`src/rtl/gmm_intr_ctrl_v2.sv`:
```
`default_nettype none
// ============================================================================
// Module   : gmm_intr_ctrl_v2
// Purpose  : AXI4-Lite interrupt controller for the gmm_processor peripheral.
//            Aggregates up to 32 sources with per-source level/rising-edge
//            detection, enable mask, acknowledge (W1C), software set (W1S)
//            and a global enable, and drives a single irq line.
// Ports    : ACLK, ARESET        - clock, synchronous active-high reset
//            S_AXI_AW*/W*/B*     - AXI4-Lite write address/data/response
//            S_AXI_AR*/R*        - AXI4-Lite read address/data
//            intr_in             - interrupt sources, synchronous to ACLK
//            irq                 - aggregated interrupt, polarity by parameter
// Revision : 2.0 - initial multi-source release
// ============================================================================
module gmm_intr_ctrl_v2 #(
    parameter int                  NUM_INTR           = 1,
    parameter int                  C_S_AXI_ADDR_WIDTH = 5,
    parameter int                  C_S_AXI_DATA_WIDTH = 32,
    parameter int                  IRQ_ACTIVE_STATE   = 1,
    parameter logic [NUM_INTR-1:0] ITR_RESET          = '0
) (
    input  logic                            ACLK,
    input  logic                            ARESET,
    input  logic [C_S_AXI_ADDR_WIDTH-1:0]   S_AXI_AWADDR,
    input  logic                            S_AXI_AWVALID,
    output logic                            S_AXI_AWREADY,
    input  logic [C_S_AXI_DATA_WIDTH-1:0]   S_AXI_WDATA,
    input  logic [C_S_AXI_DATA_WIDTH/8-1:0] S_AXI_WSTRB,
    input  logic                            S_AXI_WVALID,
    output logic                            S_AXI_WREADY,
    output logic [1:0]                      S_AXI_BRESP,
    output logic                            S_AXI_BVALID,
    input  logic                            S_AXI_BREADY,
    input  logic [C_S_AXI_ADDR_WIDTH-1:0]   S_AXI_ARADDR,
    input  logic                            S_AXI_ARVALID,
    output logic                            S_AXI_ARREADY,
    output logic [C_S_AXI_DATA_WIDTH-1:0]   S_AXI_RDATA,
    output logic [1:0]                      S_AXI_RRESP,
    output logic                            S_AXI_RVALID,
    input  logic                            S_AXI_RREADY,
    input  logic [NUM_INTR-1:0]             intr_in,
    output logic                            irq
);

    localparam int         c_STRB_W   = C_S_AXI_DATA_WIDTH / 8;
    localparam logic       c_IRQ_IDLE = (IRQ_ACTIVE_STATE == 0);

    localparam logic [1:0] c_RESP_OKAY   = 2'b00;
    localparam logic [1:0] c_RESP_SLVERR = 2'b10;

    // Register word indices (addr[4:2])
    localparam logic [2:0] c_REG_GIE  = 3'd0;
    localparam logic [2:0] c_REG_IER  = 3'd1;
    localparam logic [2:0] c_REG_ISR  = 3'd2;
    localparam logic [2:0] c_REG_IAR  = 3'd3;
    localparam logic [2:0] c_REG_IPR  = 3'd4;
    localparam logic [2:0] c_REG_ITR  = 3'd5;
    localparam logic [2:0] c_REG_ISWR = 3'd6;
    localparam logic [2:0] c_REG_NONE = 3'd7;

    localparam logic [1:0] c_W_IDLE = 2'd0;
    localparam logic [1:0] c_W_ACK  = 2'd1;
    localparam logic [1:0] c_W_RESP = 2'd2;

    localparam logic [1:0] c_R_IDLE = 2'd0;
    localparam logic [1:0] c_R_ACK  = 2'd1;
    localparam logic [1:0] c_R_DATA = 2'd2;

    logic [1:0]                    r_wstate;
    logic [1:0]                    r_rstate;
    logic                          r_awready;
    logic                          r_wready;
    logic                          r_bvalid;
    logic [1:0]                    r_bresp;
    logic                          r_arready;
    logic                          r_rvalid;
    logic [1:0]                    r_rresp;
    logic [C_S_AXI_DATA_WIDTH-1:0] r_rdata;

    logic                          r_gie;
    logic [NUM_INTR-1:0]           r_ier;
    logic [NUM_INTR-1:0]           r_isr;
    logic [NUM_INTR-1:0]           r_itr;
    logic [NUM_INTR-1:0]           r_intr_q;
    logic                          r_irq;

    logic [C_S_AXI_DATA_WIDTH-1:0] w_byte_mask;
    logic [NUM_INTR-1:0]           w_wmask;
    logic [NUM_INTR-1:0]           w_wbits;
    logic                          w_wr_fire;
    logic [2:0]                    w_wr_sel;
    logic [2:0]                    w_rd_sel;
    logic [NUM_INTR-1:0]           w_ack_clr;
    logic [NUM_INTR-1:0]           w_sw_set;
    logic [NUM_INTR-1:0]           w_hw_set;
    logic [NUM_INTR-1:0]           w_isr_next;
    logic [C_S_AXI_DATA_WIDTH-1:0] w_rdata;
    logic                          w_unused_ok;

    // Address/data bits outside the decoded range are intentionally ignored.
    assign w_unused_ok = &{1'b0, S_AXI_AWADDR, S_AXI_ARADDR, S_AXI_WDATA, S_AXI_WSTRB};

    // ------------------------------------------------------------------------
    // Write-side decode. The register write happens in the W_ACK cycle, where
    // AWVALID/WVALID are still held by the master, so no capture is needed.
    // ------------------------------------------------------------------------
    always_comb begin
        w_byte_mask = '0;
        for (int b = 0; b < c_STRB_W; b++) begin
            w_byte_mask[b*8 +: 8] = {8{S_AXI_WSTRB[b]}};
        end
    end

    assign w_wmask   = w_byte_mask[NUM_INTR-1:0];
    assign w_wbits   = S_AXI_WDATA[NUM_INTR-1:0] & w_wmask;
    assign w_wr_fire = (r_wstate == c_W_ACK);
    assign w_wr_sel  = S_AXI_AWADDR[4:2];
    assign w_rd_sel  = S_AXI_ARADDR[4:2];

    assign w_ack_clr = (w_wr_fire && (w_wr_sel == c_REG_IAR))  ? w_wbits : '0;
    assign w_sw_set  = (w_wr_fire && (w_wr_sel == c_REG_ISWR)) ? w_wbits : '0;

    // Level sources set every cycle they are high; edge sources only on a
    // 0->1 transition relative to the previous-cycle sample.
    assign w_hw_set  = (intr_in & ~r_itr) | (intr_in & ~r_intr_q & r_itr);

    // Set terms are OR-ed after the clear so a coincident event is not lost.
    assign w_isr_next = (r_isr & ~w_ack_clr) | w_hw_set | w_sw_set;

    // ------------------------------------------------------------------------
    // Interrupt registers
    // ------------------------------------------------------------------------
    always_ff @(posedge ACLK) begin
        // Loaded during reset as well, so a source already high at release
        // does not look like a rising edge.
        r_intr_q <= intr_in;
        if (ARESET) begin
            r_gie <= 1'b0;
            r_ier <= '0;
            r_isr <= '0;
            r_itr <= ITR_RESET;
            r_irq <= c_IRQ_IDLE;
        end else begin
            if (w_wr_fire) begin
                case (w_wr_sel)
                    c_REG_GIE: if (S_AXI_WSTRB[0]) r_gie <= S_AXI_WDATA[0];
                    c_REG_IER: r_ier <= (r_ier & ~w_wmask) | w_wbits;
                    c_REG_ITR: r_itr <= (r_itr & ~w_wmask) | w_wbits;
                    default:   ;
                endcase
            end
            r_isr <= w_isr_next;
            r_irq <= (r_gie & (|(r_isr & r_ier))) ^ c_IRQ_IDLE;
        end
    end

    // ------------------------------------------------------------------------
    // Write channel FSM
    // ------------------------------------------------------------------------
    always_ff @(posedge ACLK) begin
        if (ARESET) begin
            r_wstate  <= c_W_IDLE;
            r_awready <= 1'b0;
            r_wready  <= 1'b0;
            r_bvalid  <= 1'b0;
            r_bresp   <= c_RESP_OKAY;
        end else begin
            case (r_wstate)
                c_W_IDLE: begin
                    if (S_AXI_AWVALID && S_AXI_WVALID) begin
                        r_wstate  <= c_W_ACK;
                        r_awready <= 1'b1;
                        r_wready  <= 1'b1;
                    end
                end
                c_W_ACK: begin
                    r_wstate  <= c_W_RESP;
                    r_awready <= 1'b0;
                    r_wready  <= 1'b0;
                    r_bvalid  <= 1'b1;
                    r_bresp   <= (w_wr_sel == c_REG_NONE) ? c_RESP_SLVERR : c_RESP_OKAY;
                end
                c_W_RESP: begin
                    if (S_AXI_BREADY) begin
                        r_wstate <= c_W_IDLE;
                        r_bvalid <= 1'b0;
                    end
                end
                default: begin
                    r_wstate  <= c_W_IDLE;
                    r_awready <= 1'b0;
                    r_wready  <= 1'b0;
                    r_bvalid  <= 1'b0;
                end
            endcase
        end
    end

    // ------------------------------------------------------------------------
    // Read data mux. Sampled in R_ACK from register state before any
    // same-cycle write takes effect.
    // ------------------------------------------------------------------------
    always_comb begin
        w_rdata = '0;
        case (w_rd_sel)
            c_REG_GIE: w_rdata = C_S_AXI_DATA_WIDTH'(r_gie);
            c_REG_IER: w_rdata = C_S_AXI_DATA_WIDTH'(r_ier);
            c_REG_ISR: w_rdata = C_S_AXI_DATA_WIDTH'(r_isr);
            c_REG_IPR: w_rdata = C_S_AXI_DATA_WIDTH'(r_isr & r_ier);
            c_REG_ITR: w_rdata = C_S_AXI_DATA_WIDTH'(r_itr);
            default:   w_rdata = '0;
        endcase
    end

    // ------------------------------------------------------------------------
    // Read channel FSM
    // ------------------------------------------------------------------------
    always_ff @(posedge ACLK) begin
        if (ARESET) begin
            r_rstate  <= c_R_IDLE;
            r_arready <= 1'b0;
            r_rvalid  <= 1'b0;
            r_rresp   <= c_RESP_OKAY;
            r_rdata   <= '0;
        end else begin
            case (r_rstate)
                c_R_IDLE: begin
                    if (S_AXI_ARVALID) begin
                        r_rstate  <= c_R_ACK;
                        r_arready <= 1'b1;
                    end
                end
                c_R_ACK: begin
                    r_rstate  <= c_R_DATA;
                    r_arready <= 1'b0;
                    r_rvalid  <= 1'b1;
                    r_rdata   <= w_rdata;
                    r_rresp   <= (w_rd_sel == c_REG_NONE) ? c_RESP_SLVERR : c_RESP_OKAY;
                end
                c_R_DATA: begin
                    if (S_AXI_RREADY) begin
                        r_rstate <= c_R_IDLE;
                        r_rvalid <= 1'b0;
                    end
                end
                default: begin
                    r_rstate  <= c_R_IDLE;
                    r_arready <= 1'b0;
                    r_rvalid  <= 1'b0;
                end
            endcase
        end
    end

    assign S_AXI_AWREADY = r_awready;
    assign S_AXI_WREADY  = r_wready;
    assign S_AXI_BVALID  = r_bvalid;
    assign S_AXI_BRESP   = r_bresp;
    assign S_AXI_ARREADY = r_arready;
    assign S_AXI_RVALID  = r_rvalid;
    assign S_AXI_RRESP   = r_rresp;
    assign S_AXI_RDATA   = r_rdata;
    assign irq           = r_irq;

endmodule
`default_nettype wire

```
`config.mk`:
```
export PLATFORM = sky130hd
export DESIGN_NAME = gmm_intr_ctrl_v2
export DESIGN_NICKNAME = d
export VERILOG_FILES = /design/src/rtl/gmm_intr_ctrl_v2.sv
export SDC_FILE = /design/constraint.sdc
export NUM_CORES = 1
export LEC_CHECK = 0
export BUFFER_PORTS_ARGS = -buffer_cell sky130_fd_sc_hd__buf_4
export CAP_MARGIN = 10
export CORE_ASPECT_RATIO = 1.75
export CORE_UTILIZATION = 35
export DETAILED_ROUTE_END_ITERATION = 7
export PLACE_DENSITY = 0.81
export REMOVE_ABC_BUFFERS = 1
export SETUP_SLACK_MARGIN = 0.15
export SLEW_MARGIN = 20
export SYNTH_ARGS = -nofsm -noshare
export SYNTH_HDL_FRONTEND = slang
export SYNTH_SLANG_ARGS = --single-unit
export TNS_END_PERCENT = 30
```
`constraint.sdc`:
```
create_clock -name ACLK -period 1.4 [get_ports ACLK]
set_input_delay 0.28 -clock ACLK [delete_from_list [all_inputs] [get_ports ACLK]]
set_output_delay 0.28 -clock ACLK [all_outputs]
set_load 0.005 [all_outputs]
```
---- After elaboration in Yosys (flattened, before gate mapping) ----
Index checks and enable logic that the tools add are counted.
Widths: inputs -> output; s select.
word-level totals
  bits of input ports ..................... 54
  register bits after elaboration ......... 50
cells by class
  multiplexer cells ....................... 19
  equality and inequality tests ........... 18
  bitwise operators ....................... 23
  reductions and logical operators ........ 16
operators with widths
  kind                count
  $eq 3x3->1 const B  6
  $reduce_and 2->1    8
  $mux 2              6
  $pmux 2 s3          2
  $and 1x1->1         10
  $ne 2x2->1 const B  4
  $not 1->1           8
  $eq 3x1->1 const B  2
  $eq 3x2->1 const B  2
  $logic_not 3->1     2
  $mux 1              6
  $pmux 1 s3          2
  $or 1x1->1          5
  $pmux 1 s5          1
  $eq 2x1->1 const B  2
  $eq 2x2->1 const B  2
  $logic_not 2->1     2
  $pmux 1 s2          2
  $logic_and 1x1->1   3
  $reduce_and 3->1    1

---- Depth between registers and ports, before layout ----
Gate-level depths: netlist of run 1.
  word-level depth ........................ 7
  gate-level depth with buffers ........... 3
  gate-level depth less buffers ........... 3

---- Worst setup path before layout of run 1 ----
No wires, ideal clock.
  kind .................................... register to register
  start point ............................. reg r_wstate[1]
  end point ............................... reg r_isr
  slack ................................... 0.167 ns
  setup time .............................. 0.081 ns
  period minus slack after synthesis ...... 1.233 ns
  data arrival time ....................... 1.152 ns
  stages on the path, launching flop included .. 4
  data required time ...................... 1.319 ns
  cell sequence ........................... dfxtp_1 nand2b_2 or4_1 a41oi_1
between the ends
  longest elaborated chain between the ends .. 7
  elaborated cells on any way between the ends .. 9
ends and longest elaborated chain
  element                   RTL line  RTL
  start: declaration        69        logic [1:0] r_wstate;
  start signal: assignment  162       r_wstate <= c_W_IDLE;
  start signal: assignment  171       r_wstate <= c_W_ACK;
  start signal: assignment  177       r_wstate <= c_W_RESP;
  $eq 2x1->1 (*)            116       assign w_wr_fire = (r_wstate == c_W_ACK);
  $logic_and 1x1->1         120       assign w_ack_clr = (w_wr_fire && (w_wr_sel == c_REG_IAR)) ? w_wbits : '0;
  $mux 1                    120
  $not 1->1                 128       assign w_isr_next = (r_isr & ~w_ack_clr) | w_hw_set | w_sw_set;
  $and 1x1->1               128
  $or 1x1->1                128
  $or 1x1->1 (*)            128
  end signal: assignment    152       r_isr <= w_isr_next;
  end: declaration          82        logic [NUM_INTR-1:0] r_isr;
Mark *: on every way between the ends. The rest lies on a longest branch, timed or not.
A chain may end at the register's enable or synchronous reset.

---- Final worst setup path of run 1 ----
  start point ............................. reg r_wstate[1]
  end point ............................... reg r_gie
between the ends
  longest elaborated chain between the ends .. 2
ends and longest elaborated chain
  element                     RTL line  RTL
  $eq 2x1->1                  116
  $reduce_and 3->1 (no line)  --
  end signal: assignment      146       c_REG_GIE: if (S_AXI_WSTRB[0]) r_gie <= S_AXI_WDATA[0];
  end: declaration            80        logic r_gie;
Every way passes these cells.

==> results of run 1 <==
-- metrics by stage --
step	cells	setup WS, ps	utilization	power, mW	hold slack (ps)
after CTS	166	160.4	0.4353	1.040	130.6
after global routing	166	153.2	0.4353	1.080	128.9
after floorplan	110	166.9	-	0.5897	307.7
final	166	226.8	0.4353	1.033	131.8
after global placement	162	158.4	0.4132	0.6673	397.4
after detailed placement	162	119.5	0.4132	0.6719	398.0
-- cell usage after synthesis, drive strengths merged --
cell,instances,area [µm²]
nor2b,2,12.51
or4,1,7.510
a21oi,8,40.04
nor4b,1,8.760
mux2i,1,10.01
and3,1,6.260
o211a,1,10.01
nand2,7,26.28
dfxtp,17,340.3
o2111ai,1,8.760
nand4,4,25.02
nor3,2,10.01
nand2b,3,21.27
a41oi,1,8.760
nor4,1,6.260
o221a,1,11.26
nand3,1,5.000
and4bb,1,12.51
clkbuf,1,3.750
inv,6,22.52
conb,1,3.750
or3,1,6.260
nand4bb,2,22.52
a32o,1,10.01
o221ai,1,8.760
a31oi,1,6.260
o31ai,3,22.52
nor2,5,18.77
o21ai,3,15.01
buf,34,255.2
-- layout make-up --
cell class,instances,area [µm²],area share
Sequential cell,17,340.3,0.3063
Inverter,6,22.52,0.02027
Tap cell,26,32.53,0.02928
Multi-Input combinational cell,87,475.5,0.4279
Timing Repair Buffer,26,195.2,0.1757
Clock buffer,4,45.04,0.04054
-- routing by layer --
metal,wire length (µm),vias to the layer above
met1,647,361
met2,1027,43
met5,0,-
met3,99,3
met4,38,0
li1,-,384
-- how the worst max path moves through the flow --
stage	end	slack [ps]	cells past startpoint
6_report	r_gie	230	4
5_1_grt	flip-flop	150	4
4_1_cts	r_isr	160	3
3_5_place_dp	r_isr	120	4
3_3_place_gp	r_isr	160	4
2_1_floorplan	r_isr	170	3
-- power by group --
group | switching [mW] | total, mW | internal [mW]
sequential | 0.0136 | 0.517 | 0.504
combinational | 0.0784 | 0.147 | 0.0690
clock | 0.166 | 0.369 | 0.202
-- kinds of logic (layout without fill, tap and decap cells) --
logic type,count (synthesis),count (layout)
AND/OR/NAND/NOR,32,32
AO/OA/AOI/OAI,21,21
buffers and inverters,41,36
other,1,33
multiplexers,1,1
flip-flops,17,17
-- critical path, stage by stage (launching register included) --
cell	delay (ps)
dfxtp_1	300
buf_4	140
nand4bb_1	250
o31ai_1	260
a21oi_1	100
-- timing repair --
action,4_1_cts,5_1_grt
setup endpoints to repair,1,1
gates resized for setup,2,0
endpoints found under the hold margin,0,0
buffers inserted,0,0
pin swaps,0,1
==> results.ini, run 1 <==
[detailed_routing]
drt-initial-drc-count=14
routed_wl_um=1813
drc=0
vias_per_cell=4.765
wl_per_cell_um=10.92
via_count=791
ant_nets=0
dr.pass1.iters=4

[clocking]
cts.path.max_buffers=2
root_buffer=clkbuf_8
clk_latency_ps=260
cts_sinks=17
hold_buffers=0
htreeDepth=1
cts_buffers=3
clk_pin_slew_ps=70
cts_tree=built

[sta]
fin_worst_skew_ps=5.335
rsz0062_at_grt=no
finalSetupTns_ps=0
setup_viol=0
fmax_ghz=0.8523
fin_crit_ps=1173
slew_violations=0
fin_crit_sh=0.8380
finalHoldViolCount=0

[global_routing]
grt_first_pass_wirelength_um=2939
antenna_found_initial=0
grt_overflow=0
grt_pass1_vias=728
grtUsageMet1=0.1167
grt_max_degree=16
use_met3=0.01259
gr-usage-met2=0.2535
grt.total_usage=0.1267
grt-busiest-layer=met2

[power_and_ir_drop]
peakVddDrop_uv=494.8
powerDensity_nw_per_um2=930.1
power.leakage_nw=0.5176

[synthesis]
syn_area_per_cell_um2=8.548
synth_xor_area_frac=0
ys_ff_latch=17
synth-simple-area-share=0.1956
yosys-mux-area-fraction=0.01036
ys_warn_count=0
synth_cell_types=32
synth_compound_area_frac=0.1464
synth_area_um2=965.9
synthCells=113
synth_fa_ha_area_frac=0
ys_seq_area_frac=0.3523
synth_top_family_by_area=buffers and inverters

[floorplanning]
core_area_um2=2552
die_area_um2=2982
die_w_um=41.71
dieHeight_um=71.50
ios=96
initial_core_util=0.3784
num_rows=24

[finish]
mostFrequentLayoutCell=conb_1
n_antenna_cell=0
layout_common_cells=conb_1 (33), buf_4 (26), dfxtp_1 (17)
fin_area_um2=1111
fin_nets=195
area_delta_synth_final_pct=15.03
fillCellCount=260
final_layout_size_suffix_gt1_frac=0.2286

[critical_path]
crit_required_ps=1540
rr_startpoint=r_wstate[1]
cp-start-kind=flip-flop
r2r-end=r_gie
worst_setup_path_end_kind=flip-flop
arrival_ps=1310
criticalPathCategory=flip-flop to flip-flop
reg2reg_depth=4
reg2reg_slack_ps=230
startpoint=r_wstate[1]
critPathMaxFanout=6

[worst_hold_path]
hold_class=primary input to flip-flop
hold_end=r_intr_q
hold_depth=1
hold_start=intr_in

[placed_design]
place_area_um2=1055
port-buffer-count=24
hpwl_um=1464
gp_congestion=0.7563

[run_status]
outcome=finished, final reports clean

[run]
drv_cap=0

(Power assumes the default switching activity.)
==> run 2: changes to the inputs <==
==> constraint.sdc (replaced) <==
create_clock -name ACLK -period 1.2 [get_ports ACLK]
set_input_delay 0.24 -clock ACLK [delete_from_list [all_inputs] [get_ports ACLK]]
set_output_delay 0.24 -clock ACLK [all_outputs]
set_load 0.005 [all_outputs]
==> run 2 against run 1 <==
Against the previous run: die area stayed put; hold slack got worse by 39 ps; via count rose by 0.76%; clock skew down 3.0 ps; fmax is 1.6% higher; core utilization up 2.5 points; routed wire length rose by 9.0%; combinational power grew 31%; final cell count is 2.4% higher; worst setup slack worse by 180 ps; largest cell class unchanged; non-clock buffer count up 4.
==> results.ini, run 2 (same netlist as run 1, synthesis figures left out) <==
[sta]
holdWs_ps=92.95
fin_crit_sh=0.9619
fin_crit_ps=1154
slew_violations=0
fmax_ghz=0.8664
setup_viol=0
rsz0062_at_grt=yes
fin_worst_skew_ps=2.303
finalHoldViolCount=0

[clocking]
hold_buffers=0
clk_latency_ps=260
cts_sinks=17
root_buffer=clkbuf_8
cts.path.max_buffers=2
cts_tree=built
htreeDepth=1
cts_setup_buffers=0
clk_pin_slew_ps=70
cts_buffers=3

[floorplanning]
num_rows=24
core_area_um2=2552
die_area_um2=2982
ios=96
die_w_um=41.71
initial_core_util=0.3784
dieHeight_um=71.50

[global_routing]
grt_max_degree=16
grt_first_pass_wirelength_um=2994
grt_overflow=0
grt.total_usage=0.1266
antenna_found_initial=0
grt_pass1_vias=732

[critical_path]
critPathMaxFanout=2
cp_slowest_cell=or4_4
worst_setup_path_end_kind=flip-flop
crit_required_ps=1380
rr_startpoint=r_wstate[1]
path_cells=nand2b_4 > or4_4 > a41oi_2
startpoint=r_wstate[1]
reg2reg_depth=3
reg2reg_slack_ps=50
slowest_delay_ps=480
arrival_ps=1340
criticalPathCategory=flip-flop to flip-flop
r2r-end=r_isr
cp-start-kind=flip-flop
endpoint=r_isr

[detailed_routing]
drt-initial-drc-count=10
dr.pass1.iters=3
via_count=797
routed_wl_um=1977
drc=0
ant_nets=0
vias_per_cell=4.688
wl_per_cell_um=11.63

[run]
drv_cap=0

[power_and_ir_drop]
p_int_mw=0.9108
seq_power_share=0.491
p_clk_frac=0.353
p_sw_mw=0.3212
powerDensity_nw_per_um2=1048
peakVddDrop_uv=647.0
comb_power_share=0.156
swShare=0.2607
power.leakage_nw=0.5438

[placed_design]
port-buffer-count=24
hpwl_um=1545
place_area_um2=1085
gp_congestion=0.7582

[finish]
area_delta_synth_final_pct=21.76
fin_area_um2=1176
fin_nets=199
n_antenna_cell=0
final_layout_size_suffix_gt1_frac=0.2917
mostFrequentLayoutCell=conb_1
layout_common_cells=conb_1 (33), buf_4 (30), dfxtp_1 (15)

[worst_hold_path]
hold_class=primary input to flip-flop
hold_depth=1

[run_status]
outcome=finished, final reports clean

-- run 2: changes by cell type in the layout (fill, tap and decap cells not counted), sizes merged --
cell / previous run / this run
buf: 26 / 30
clkbuf: 4 / 3
clkinv: 0 / 1
-- run 2: per-stage QoR --
step                total power [mW]  setup WS [ps]    util  instances  setup TNS, ps
floorplan                     0.6880         -33.14       -        110         -33.14
global placement              0.7875         -10.20  0.4250        166         -10.20
detailed placement            0.7946         -39.71  0.4250        166         -39.71
CTS                            1.232          58.03  0.4588        170              0
global route                   1.281          4.339  0.4608        170              0
finish                         1.232          45.74  0.4608        170              0
-- run 2: worst min path at each step --
stage                  from       end  slack, ps
floorplan           intr_in  r_intr_q        270
finish              intr_in  r_intr_q         90
global route        intr_in  r_intr_q        100
detailed placement  intr_in  r_intr_q        360
global placement    intr_in  r_intr_q        360
CTS                 intr_in  r_intr_q        100
-- run 2: area by class of cell --
cell class              instances  area [µm²]
clock buffers                   3       41.29
flip-flops and latches         17       342.8
inverters                       6       22.52
well taps                      26       32.53
repair buffers                 30       225.2
fillers                       254        1376
multi-input cells              87       506.7
clock inverters                 1       5.005
-- run 2: layer usage --
metal / vias to the layer above / GRT usage / part of all wire
met5: - / 0 / 0
met4: 0 / 0.05376 / 0.017
met3: 3 / 0.01259 / 0.050
met2: 37 / 0.2604 / 0.60
met1: 368 / 0.1195 / 0.33
li1: 389 / - / -
-- run 2: power by group through the flow --
stage          combinational (mW)  sequential (mW)  clock [mW]
2_1_floorplan              0.0710            0.617           0
3_3_place_gp                0.172            0.616           0
3_5_place_dp                0.178            0.617           0
4_1_cts                     0.187            0.605       0.439
5_1_grt                     0.213            0.608       0.460
6_report                    0.192            0.605       0.435
-- run 2: timing repair --
action,4_1_cts,5_1_grt
pin swaps,2,0
gates resized for setup,7,1
setup endpoints to repair,4,8
gates cloned,0,0
-- run 2: critical path, delay by kind of cell, from the launching register on --
family | cells | cell delay [ps]
AOI/OAI and AO/OA | 1 | 140
DFF | 1 | 320
and+or+nand+nor | 2 | 620
